`src/rtl/vec_pkg.sv`:
```
// Shared types and helpers for the vector execution unit.
//   vec_op_t     : element-wise opcode (3 bits; encodings 5..7 are illegal)
//   vec_state_t  : control FSM states
//   lane_groups  : number of EXEC cycles for a given lane count and lanes-per-cycle
//   op_legal     : true for encodings the unit actually executes
package vec_pkg;

  typedef enum logic [2:0] {
    OpAdd   = 3'd0,
    OpSub   = 3'd1,
    OpAnd   = 3'd2,
    OpOrr   = 3'd3,
    OpBcast = 3'd4
  } vec_op_t;

  typedef enum logic [1:0] {
    StIdle = 2'd0,
    StExec = 2'd1,
    StDone = 2'd2
  } vec_state_t;

  function automatic int unsigned lane_groups(input int unsigned lanes, input int unsigned lpc);
    return (lanes + lpc - 1) / lpc;
  endfunction

  function automatic logic op_legal(input vec_op_t op);
    return op <= OpBcast;
  endfunction

endpackage

```
`src/rtl/vec_exec_unit_if.sv`:
```
// Core-controller <-> vector execution unit bundle.
//   master : core side (drives start/op/vd/vn/vm/scalar/rd_sel, observes status and rd_data)
//   slave  : execution unit side
interface vec_exec_unit_if #(
  parameter int unsigned WIDTH = 32,
  parameter int unsigned LANES = 5,
  parameter int unsigned NVREG = 8
);
  localparam int unsigned VW = $clog2(NVREG);

  logic                   start;
  logic [2:0]             op;
  logic [VW-1:0]          vd;
  logic [VW-1:0]          vn;
  logic [VW-1:0]          vm;
  logic [WIDTH-1:0]       scalar;
  logic [VW-1:0]          rd_sel;
  logic [LANES*WIDTH-1:0] rd_data;
  logic                   busy;
  logic                   done;
  logic                   err;
  logic                   sat_hit;

  modport master (
    output start, op, vd, vn, vm, scalar, rd_sel,
    input  rd_data, busy, done, err, sat_hit
  );

  modport slave (
    input  start, op, vd, vn, vm, scalar, rd_sel,
    output rd_data, busy, done, err, sat_hit
  );
endinterface

```
`src/rtl/vec_lane_alu.sv`:
```
// Single-lane combinational ALU of the vector execution unit.
// Build option: VEC_SAT_EN -> ADD/SUB saturate as signed WIDTH-bit values and flag sat;
//               otherwise ADD/SUB wrap and sat is always 0.
// Ports:
//   op     : operation (illegal encodings give result 0, sat 0)
//   a, b   : source lanes (vn, vm snapshots)
//   scalar : broadcast operand
//   result : lane result
//   sat    : lane clamped this cycle
module vec_lane_alu
  import vec_pkg::*;
#(
  parameter int unsigned WIDTH = 32
) (
  input  vec_op_t          op,
  input  logic [WIDTH-1:0] a,
  input  logic [WIDTH-1:0] b,
  input  logic [WIDTH-1:0] scalar,
  output logic [WIDTH-1:0] result,
  output logic             sat
);

  logic [WIDTH-1:0] sum;
  logic [WIDTH-1:0] diff;

  assign sum  = a + b;
  assign diff = a - b;

`ifdef VEC_SAT_EN
  localparam logic [WIDTH-1:0] MaxPos = {1'b0, {(WIDTH-1){1'b1}}};
  localparam logic [WIDTH-1:0] MinNeg = {1'b1, {(WIDTH-1){1'b0}}};

  logic ovf_add;
  logic ovf_sub;

  // Signed overflow: operands agree (add) / disagree (sub) in sign and result sign flips.
  assign ovf_add = (a[WIDTH-1] == b[WIDTH-1]) && (sum[WIDTH-1] != a[WIDTH-1]);
  assign ovf_sub = (a[WIDTH-1] != b[WIDTH-1]) && (diff[WIDTH-1] != a[WIDTH-1]);
`endif

  always_comb begin
    result = '0;
    sat    = 1'b0;
    case (op)
      OpAdd: begin
        result = sum;
`ifdef VEC_SAT_EN
        if (ovf_add) begin
          result = a[WIDTH-1] ? MinNeg : MaxPos;
          sat    = 1'b1;
        end
`endif
      end
      OpSub: begin
        result = diff;
`ifdef VEC_SAT_EN
        if (ovf_sub) begin
          result = a[WIDTH-1] ? MinNeg : MaxPos;
          sat    = 1'b1;
        end
`endif
      end
      OpAnd:   result = a & b;
      OpOrr:   result = a | b;
      OpBcast: result = scalar;
      default: result = '0;
    endcase
  end

endmodule

```
`src/rtl/vec_exec_unit.sv`:
```
// Multi-cycle vector execution unit: NVREG registers of LANES x WIDTH bits, one element-wise
// op per start, LPC lanes written per EXEC cycle, busy/done handshake with the core.
// Build option: VEC_SAT_EN enables signed saturation for ADD/SUB and the sat_hit flag.
// Ports:
//   clk   : rising-edge clock
//   reset : asynchronous active-low reset
//   bus   : vec_exec_unit_if.slave (start/op/vd/vn/vm/scalar/rd_sel in,
//           rd_data/busy/done/err/sat_hit out)
module vec_exec_unit
  import vec_pkg::*;
#(
  parameter int unsigned WIDTH = 32,
  parameter int unsigned LANES = 5,
  parameter int unsigned LPC   = 1,
  parameter int unsigned NVREG = 8
) (
  input logic           clk,
  input logic           reset,
  vec_exec_unit_if.slave bus
);

  localparam int unsigned NGRP = lane_groups(LANES, LPC);
  localparam int unsigned CW   = (NGRP > 1) ? $clog2(NGRP) : 1;
  localparam int unsigned VW   = $clog2(NVREG);
  localparam int unsigned LW   = (LANES > 1) ? $clog2(LANES) : 1;

  typedef logic [WIDTH-1:0] lane_t;

  vec_state_t    state_q, state_d;
  logic [CW-1:0] cnt_q;
  vec_op_t       op_q;
  logic [VW-1:0] vd_q;
  lane_t         scalar_q;
  lane_t         snap_n_q [LANES];
  lane_t         snap_m_q [LANES];
  lane_t         regs_q   [NVREG][LANES];
  logic          sat_q;

  lane_t         res    [LPC];
  logic          lsat   [LPC];
  logic [LW-1:0] lsel   [LPC];
  logic          lvalid [LPC];

  logic accept, exec, last_grp, wr_en;

  assign accept   = (state_q == StIdle) && bus.start;
  assign exec     = (state_q == StExec);
  assign last_grp = (cnt_q == CW'(NGRP - 1));

  // State register
  always_ff @(posedge clk or negedge reset) begin
    if (!reset) state_q <= StIdle;
    else        state_q <= state_d;
  end

  // Next state
  always_comb begin
    state_d = state_q;
    case (state_q)
      StIdle:  if (bus.start) state_d = StExec;
      StExec:  if (last_grp)  state_d = StDone;
      StDone:  state_d = StIdle;
      default: state_d = StIdle;
    endcase
  end

  // Outputs
  always_comb begin
    bus.busy    = (state_q != StIdle);
    bus.done    = (state_q == StDone);
    bus.err     = (state_q == StDone) && !op_legal(op_q);
    bus.sat_hit = (state_q == StDone) && sat_q;
    wr_en       = exec && op_legal(op_q);
  end

  // Lane j of the current group; lanes past LANES in a partial last group are write-disabled.
  always_comb begin
    for (int j = 0; j < int'(LPC); j++) begin
      int unsigned idx;
      idx       = int'(cnt_q) * LPC + j;
      lvalid[j] = (idx < LANES);
      lsel[j]   = lvalid[j] ? LW'(idx) : '0;
    end
  end

  for (genvar j = 0; j < int'(LPC); j++) begin : g_lane
    vec_lane_alu #(
      .WIDTH(WIDTH)
    ) u_alu (
      .op    (op_q),
      .a     (snap_n_q[lsel[j]]),
      .b     (snap_m_q[lsel[j]]),
      .scalar(scalar_q),
      .result(res[j]),
      .sat   (lsat[j])
    );
  end

  // Datapath: operand capture on accept, lane-group writeback during EXEC.
  always_ff @(posedge clk or negedge reset) begin
    if (!reset) begin
      cnt_q    <= '0;
      op_q     <= OpAdd;
      vd_q     <= '0;
      scalar_q <= '0;
      sat_q    <= 1'b0;
      for (int i = 0; i < int'(LANES); i++) begin
        snap_n_q[i] <= '0;
        snap_m_q[i] <= '0;
      end
      for (int r = 0; r < int'(NVREG); r++) begin
        for (int i = 0; i < int'(LANES); i++) regs_q[r][i] <= '0;
      end
    end else begin
      if (accept) begin
        op_q     <= vec_op_t'(bus.op);
        vd_q     <= bus.vd;
        scalar_q <= bus.scalar;
        cnt_q    <= '0;
        sat_q    <= 1'b0;
        // Full snapshot so in-place ops see pre-op source values in every lane.
        for (int i = 0; i < int'(LANES); i++) begin
          snap_n_q[i] <= regs_q[bus.vn][i];
          snap_m_q[i] <= regs_q[bus.vm][i];
        end
      end
      if (exec) begin
        cnt_q <= last_grp ? '0 : cnt_q + CW'(1);
        for (int j = 0; j < int'(LPC); j++) begin
          if (wr_en && lvalid[j]) begin
            regs_q[vd_q][lsel[j]] <= res[j];
            if (lsat[j]) sat_q <= 1'b1;
          end
        end
      end
    end
  end

  // Combinational read port; lane i at [i*WIDTH +: WIDTH].
  always_comb begin
    bus.rd_data = '0;
    for (int i = 0; i < int'(LANES); i++) begin
      bus.rd_data[i*WIDTH +: WIDTH] = regs_q[bus.rd_sel][i];
    end
  end

endmodule

```
`src/flat_wrapper.sv`:
```
// flat-port wrapper written by rule: the top's interface ports become plain ports
module vec_exec_unit_flat import vec_pkg::*;
#(
  parameter int unsigned WIDTH = 32,
  parameter int unsigned LANES = 5,
  parameter int unsigned LPC   = 1,
  parameter int unsigned NVREG = 8
)
  (clk, reset, bus_start, bus_op, bus_vd, bus_vn, bus_vm, bus_scalar, bus_rd_sel, bus_rd_data, bus_busy, bus_done, bus_err, bus_sat_hit);
  vec_exec_unit_if #(.WIDTH(WIDTH), .LANES(LANES), .NVREG(NVREG)) bus_i ();
  input logic clk;
  input logic reset;
  input wire logic [$bits(bus_i.start)-1:0] bus_start;
  input wire logic [$bits(bus_i.op)-1:0] bus_op;
  input wire logic [$bits(bus_i.vd)-1:0] bus_vd;
  input wire logic [$bits(bus_i.vn)-1:0] bus_vn;
  input wire logic [$bits(bus_i.vm)-1:0] bus_vm;
  input wire logic [$bits(bus_i.scalar)-1:0] bus_scalar;
  input wire logic [$bits(bus_i.rd_sel)-1:0] bus_rd_sel;
  output wire logic [$bits(bus_i.rd_data)-1:0] bus_rd_data;
  output wire logic [$bits(bus_i.busy)-1:0] bus_busy;
  output wire logic [$bits(bus_i.done)-1:0] bus_done;
  output wire logic [$bits(bus_i.err)-1:0] bus_err;
  output wire logic [$bits(bus_i.sat_hit)-1:0] bus_sat_hit;
  assign bus_i.start = bus_start;
  assign bus_i.op = bus_op;
  assign bus_i.vd = bus_vd;
  assign bus_i.vn = bus_vn;
  assign bus_i.vm = bus_vm;
  assign bus_i.scalar = bus_scalar;
  assign bus_i.rd_sel = bus_rd_sel;
  assign bus_rd_data = bus_i.rd_data;
  assign bus_busy = bus_i.busy;
  assign bus_done = bus_i.done;
  assign bus_err = bus_i.err;
  assign bus_sat_hit = bus_i.sat_hit;
  vec_exec_unit #(.WIDTH(WIDTH), .LANES(LANES), .LPC(LPC), .NVREG(NVREG)) u_core (.clk(clk), .reset(reset), .bus(bus_i));
endmodule
```
`config.mk`:
```
export PLATFORM = sky130hd
export DESIGN_NAME = vec_exec_unit_flat
export DESIGN_NICKNAME = d
export VERILOG_FILES = /design/src/rtl/vec_pkg.sv /design/src/rtl/vec_exec_unit_if.sv /design/src/rtl/vec_lane_alu.sv /design/src/rtl/vec_exec_unit.sv /design/src/flat_wrapper.sv
export SDC_FILE = /design/constraint.sdc
export NUM_CORES = 2
export LEC_CHECK = 0
export BUFFER_PORTS_ARGS = -buffer_cell sky130_fd_sc_hd__buf_2
export CAP_MARGIN = 20
export CELL_PAD_IN_SITES_DETAIL_PLACEMENT = 1
export CELL_PAD_IN_SITES_GLOBAL_PLACEMENT = 1
export CORE_MARGIN = 3
export CORE_UTILIZATION = 56
export CTS_BUF_LIST = sky130_fd_sc_hd__clkbuf_16
export CTS_CLUSTER_DIAMETER = 120
export DETAILED_ROUTE_END_ITERATION = 10
export PLACE_DENSITY = 0.86
export SYNTH_ARGS = -nofsm -noshare
export SYNTH_HDL_FRONTEND = slang
export SYNTH_SLANG_ARGS = --single-unit
```
`constraint.sdc`:
```
create_clock -name clk -period 17 [get_ports clk]
set_input_delay 2.55 -clock clk [delete_from_list [all_inputs] [get_ports clk]]
set_output_delay 2.55 -clock clk [all_outputs]
set_load 0.01 [all_outputs]
```
==> Word-level counts from Yosys, hierarchy flattened <==
Cells that the tools add are included.
Widths: inputs -> output; s select.
{ "totals": {"output_inout_bits": 164, "word_cells": 124, "ff_bits": 1643} }
{ "op_classes": {"n_bitwise": 7, "n_mux": 28, "n_eq_ne": 9, "addsub": 3, "reduce_logical": 13, "n_lt_le_gt_ge": 9} }
{ "ops": {"columns": ["operator", "count"], "rows": [
  ["$bmux 160 s3", 3],
  ["$bwmux 1280", 1],
  ["$mux 160", 7],
  ["$demux 160 s3", 1],
  ["$bmux 32 s3", 2],
  ["$mux 32", 5],
  ["$pmux 32 s5", 1],
  ["$demux 32 s3", 1],
  ["$add 32x32->32", 1],
  ["$and 32x32->32", 1],
  ["$or 32x32->32", 1],
  ["$sub 32x32->32", 1],
  ["$ge 4x4->1 const B", 5],
  ["$not 3->4", 5],
  ["$mux 3", 4],
  ["$lt 4x1->1 const B", 2],
  ["$eq 3x2->1 const B", 2],
  ["$eq 3x3->1 const B", 2],
  ["$logic_and 1x1->1", 6],
  ["$mux 2", 2],
  ["$ne 2x2->1 const B", 2],
  ["$pmux 2 s2", 1],
  ["$reduce_and 2->1", 2],
  ["$reduce_bool 2->1", 2],
  ["other kinds (9)", 9]
]} }

==> Depth between registers and ports, before layout <==
{ "logic_depth": {"depth_word": 10, "depth_mapped": 25, "ltp_nobuf": 19} }

==> Cells and area by module <==
A second synthesis with hierarchy kept.
{ "unflattened": {"hier_cells": 8005, "hier_area_um2": 96363.7} }
{ "by_module_without_submodules": {"columns": ["mod", "area_per_inst_um2", "instances", "cells_per_inst"], "rows": [
  ["vec_exec_unit", 93139.3, 1, 7528],
  ["vec_lane_alu", 3224.3, 1, 477]
]} }

==> Worst setup path before layout <==
No wires, ideal clock.
{ "synth_path": {"kind": "input to output", "startpoint": "input port bus_rd_sel[0]", "endpoint": "output port bus_rd_data[0]", "slack_ns": 10.088, "stages": 5, "arrival_time_ns": 4.362, "required_ns": 14.450, "cell_sequence": "clkbuf_1 clkbuf_1 buf_1 mux4_2 mux2_2"} }
{ "synth_via": {"elab_chain_len": 4} }
{ "synth_lines": {"columns": ["element", "line_no", "rtl"], "rows": [
  ["start, declared", "flat_wrapper.sv:19", "input wire logic [$bits(bus_i.rd_sel)-1:0] bus_rd_sel;"],
  ["$not 3->4 (not written as such)", "vec_exec_unit.sv:143", "bus.rd_data[i*WIDTH +: WIDTH] = regs_q[bus.rd_sel][i];"],
  ["$bmux 160 s3", "vec_exec_unit.sv:143", null],
  ["$mux 160 (not written as such) (2 in series)", "vec_exec_unit.sv:143", null],
  ["end, declared", "flat_wrapper.sv:20", "output wire logic [$bits(bus_i.rd_data)-1:0] bus_rd_data;"]
]} }
Every way passes these cells. The select of a mux whose other input is x is not followed.

==> Worst setup path after layout <==
{ "layout_path": {"startpoint": "input port bus_rd_sel[0]", "endpoint": "output port bus_rd_data[78]"} }
{ "layout_via": {"elab_chain_len": 4} }
{ "layout_lines": {"columns": ["element", "line_no"], "rows": [
  ["$not 3->4 (not written as such)", "vec_exec_unit.sv:143"],
  ["$bmux 160 s3", "vec_exec_unit.sv:143"],
  ["$mux 160 (2 in series)", null]
]} }
Every way passes these cells. The select of a mux whose other input is x is not followed.

==> reports/metrics.yaml <==
routing:
  dr.pass1.iters: 6
  wirelength_um: 369000
  vias_per_cell: 7.65
  final_antenna_net_count: 0
  detail_route.iter0.violations: 11400
  drc_violations: 0
  wire_per_inst_um: 36.7
  vias: 77000
timing:
  finalClockSkew_ns: 0.0473
  rsz0062_at_grt: "no"
  timing.slew.headroom_pct: 14.2
  worst_slew_pin_slew_ns: 1.29
  postLayoutSetupSlackWorst_ns: 8.46
  fin_setup_tns_ns: 0
  slew_violations: 0
  finalHoldViolations: 0
  timing.final.crit_share_pct: 50.2
  period_minus_slack_ns: 8.54
  maxClockFrequency_mhz: 117
  endpoints_failing_setup: 0
power:
  irDropWorstVdd_uv: 284
  pwr-share-clk_pct: 15.9
  p_seq_share_pct: 32.4
  power_switching_mw: 12.2
  power.share.switching_pct: 49.9
  static_leakage_power_nw: 42.3
  share_of_total_power_in_combinational_logic_pct: 51.7
  power.density_cell_area_mw_per_mm2: 243
  internal-power_mw: 12.2
floorplan:
  die_width_um: 411
  die-area_mm2: 0.169
  core_region_area_mm2: 0.163
  top_level_ports: 214
  die-height_um: 411
  initial_core_util_pct: 56.4
  core.rowCount: 148
clocking:
  cts-root-to-sink-buffers: 3
  clk-insertion-delay-late_ns: 0.88
  cts_root_buf: "sky130_fd_sc_hd__clkbuf_16"
  cts-buffers-inserted: 178
  post_cts_resize_count: 0
  tritoncts_num_sinks: 1643
  cts_tree: "yes"
  post_cts_hold_buffer_count: 0
  postcts_setup_bufs: 0
  htree_levels: 4
  clkSlewWorstSetupHoldPaths_ns: 0.07
critical_path:
  worst-setup-path-type: "input pin to output port"
  r2r-start: "u_core.cnt_q[0]"
  setup.worst_path.start_class: "input pin"
  critical_path_peak_fanout: 93
  crit_required_ns: 14.45
  worstSetupEndpointType: "output port"
  timing.critical_path.from: "bus_rd_sel[0]"
  worst_ep_arrival_time_ns: 5.99
global_routing:
  number_of_antenna_violations_at_the_first_check_in_global_routing: 33
  first_global_vias: 81300
  maximum_number_of_pins_on_one_net_before_global_route_repair: 194
  grt_overflow_total: 0
  wire_length_of_the_first_global_routing_pass_um: 548000
  grt_use_total_pct: 43.7
synthesis:
  post_synth_inst_count: 7960
  syn_area_mm2: 0.0919
  yosysSeqAreaShare_pct: 44.7
  yosysWarningCount: 0
  synth_edf_count: 0
  mappedNetlistNets: 8047
  synth_top_flop_cell: "sky130_fd_sc_hd__dfrtp_1"
  async_reset_ff_share_pct: 100
  syn_area_per_cell_um2: 11.5
  synth.ff_latch_count: 1643
  synth_cell_types: 73
placed_design:
  pre_cts_ws_ns: 8.23
  io_buffer_count: 212
  finalWeightedCongestion: 0.959
  place_hpwl_um: 217000
min_path:
  timing.hold.worst.start: "u_core.scalar_q[6]"
  hold_class: "flop to flop"
flow_run:
  maxCapViolations: 0
final_layout:
  drive_above_1_share_pct: 24.8
  nFillCells: 16100
  finish.net_count: 7819
  syn2layout_area_growth_pct: 9.23
status:
  outcome: "finished clean"
[metal layers]
metal / wire (µm) / GRT usage, %
met5: 250 / 0
met3: 51300 / 15.6
met1: 126000 / 55.6
met2: 168000 / 65.8
met4: 23700 / 23.6
[cells by family (layout without fill, tap and decap cells)]
kind of cell	Yosys count	count (layout)	synth area share, %
mux	1589	1589	31.1
buf+inv	827	744	3.54
other cells	1	13	0.00408
fa+ha+maj	66	66	0.828
xor+xnor	49	49	0.467
simple gates	1894	1894	8.00
compound gates	1891	1891	11.4
flops	1643	1643	44.7
[synthesized netlist by cell type, drive strengths merged (19+ instances only)]
master	number	area, µm²
nand3	19	95.1
dfrtp	1643	41100
a221oi	22	199
inv	36	135
maj3	29	290
ha	36	450
mux4	988	22300
nand2	450	1690
buf	189	857
o21ai	426	2140
a41oi	40	651
a21oi	1260	6310
mux2	220	2480
nor2	1346	5050
mux2i	381	3810
xnor2	32	280
clkbuf	602	2260
[power by group through the flow]
stage | Clock [mW] | Sequential [mW] | Combinational [mW]
floorplan | 0 | 6.64 | 7.99
global placement | 0 | 7.24 | 11.1
detailed placement | 0 | 7.57 | 11.8
CTS | 3.86 | 7.67 | 12.1
global route | 4.04 | 7.95 | 13.2
finish | 3.87 | 7.89 | 12.6
[cell type report]
cell class	instances	area, µm²	share of cell area [%]
inverters	36	135	0.135
multi-input cells	5490	48100	47.9
repair buffers	383	2690	2.68
well taps	2175	2720	2.71
clock buffers	180	4500	4.49
clock inverters	145	1080	1.08
flip-flops and latches	1643	41100	41.0
diodes	12	30.0	0.0299
[path summary, 6_finish.rpt]
| check | end | slack, ns | cells past startpoint |
|---|---|---|---|
| max reg2reg | u_core.regs_q[957] | 8.58 | 20 |
| min reg2reg | u_core.scalar_q[6] | 0.53 | 1 |
| min in group asynchronous | u_core.regs_q[349] | 1.70 | 1 |
| max | bus_rd_data[78] | 8.46 | 7 |
| min | u_core.scalar_q[6] | 0.53 | 1 |
| max in group asynchronous | u_core.regs_q[1208] | 11.93 | 4 |
[worst max-delay path, cell delays in order]
cell and delay, ns:
sky130_fd_sc_hd__buf_8 0.56, sky130_fd_sc_hd__buf_12 0.73, sky130_fd_sc_hd__buf_4 0.49, sky130_fd_sc_hd__buf_16 0.33
sky130_fd_sc_hd__mux4_2 0.57, sky130_fd_sc_hd__mux2_2 0.36, sky130_fd_sc_hd__buf_2 0.17
[placed cells by master (no fill, tap or decap), drive strengths merged, types with 6 or more instances in the layout]
| cell type | synthesis | layout |
|---|---|---|
| dfrtp | 1643 | 1643 |
| nor2 | 1346 | 1346 |
| a21oi | 1260 | 1260 |
| mux4 | 988 | 988 |
| nand2 | 450 | 450 |
| o21ai | 426 | 426 |
| buf | 189 | 382 |
| mux2i | 381 | 381 |
| mux2 | 220 | 220 |
| clkbuf | 602 | 181 |
| inv | 36 | 83 |
| clkinv | 0 | 82 |
| a41oi | 40 | 40 |
| ha | 36 | 36 |
| xnor2 | 32 | 32 |
| maj3 | 29 | 29 |
| a221oi | 22 | 22 |
| nand3 | 19 | 19 |
| a22o | 18 | 18 |
| xor2 | 17 | 17 |
| nor2b | 17 | 17 |
| a221o | 13 | 13 |
| a222oi | 13 | 13 |
| diode | 0 | 12 |
| a21o | 12 | 12 |
| o21a | 11 | 11 |
| nor3 | 11 | 11 |
| o22ai | 10 | 10 |
| a31oi | 10 | 10 |
| a22oi | 9 | 9 |
| nand2b | 9 | 9 |
| o2bb2ai | 9 | 9 |
| bufinv | 0 | 9 |
| nand4 | 7 | 7 |
| clkinvlp | 0 | 7 |
| o31ai | 7 | 7 |
| and2 | 7 | 7 |
| a211oi | 6 | 6 |
[per-stage QoR]
step	utilization (%)	instance area (µm²)	hold WS [ns]	power, mW	std cells
after global placement	58.1	94700	0.492	18.3	9720
after floorplan	-	91900	0.477	14.6	7960
after detailed placement	58.1	94700	0.514	19.3	9722
after global routing	61.6	100000	0.553	25.2	10100
after CTS	61.5	100000	0.530	23.7	10000
final	61.6	100000	0.530	24.4	10100
[registers in the layout (all words and copies together) (netlist names)]
name and flops:
u_core.regs_q 1280, u_core.op_q 3, u_core.scalar_q 32, u_core.snap_m_q 160, u_core.state_q 2, u_core.snap_n_q 160, u_core.cnt_q 3, u_core.vd_q 3
(Power assumes the default switching activity.)
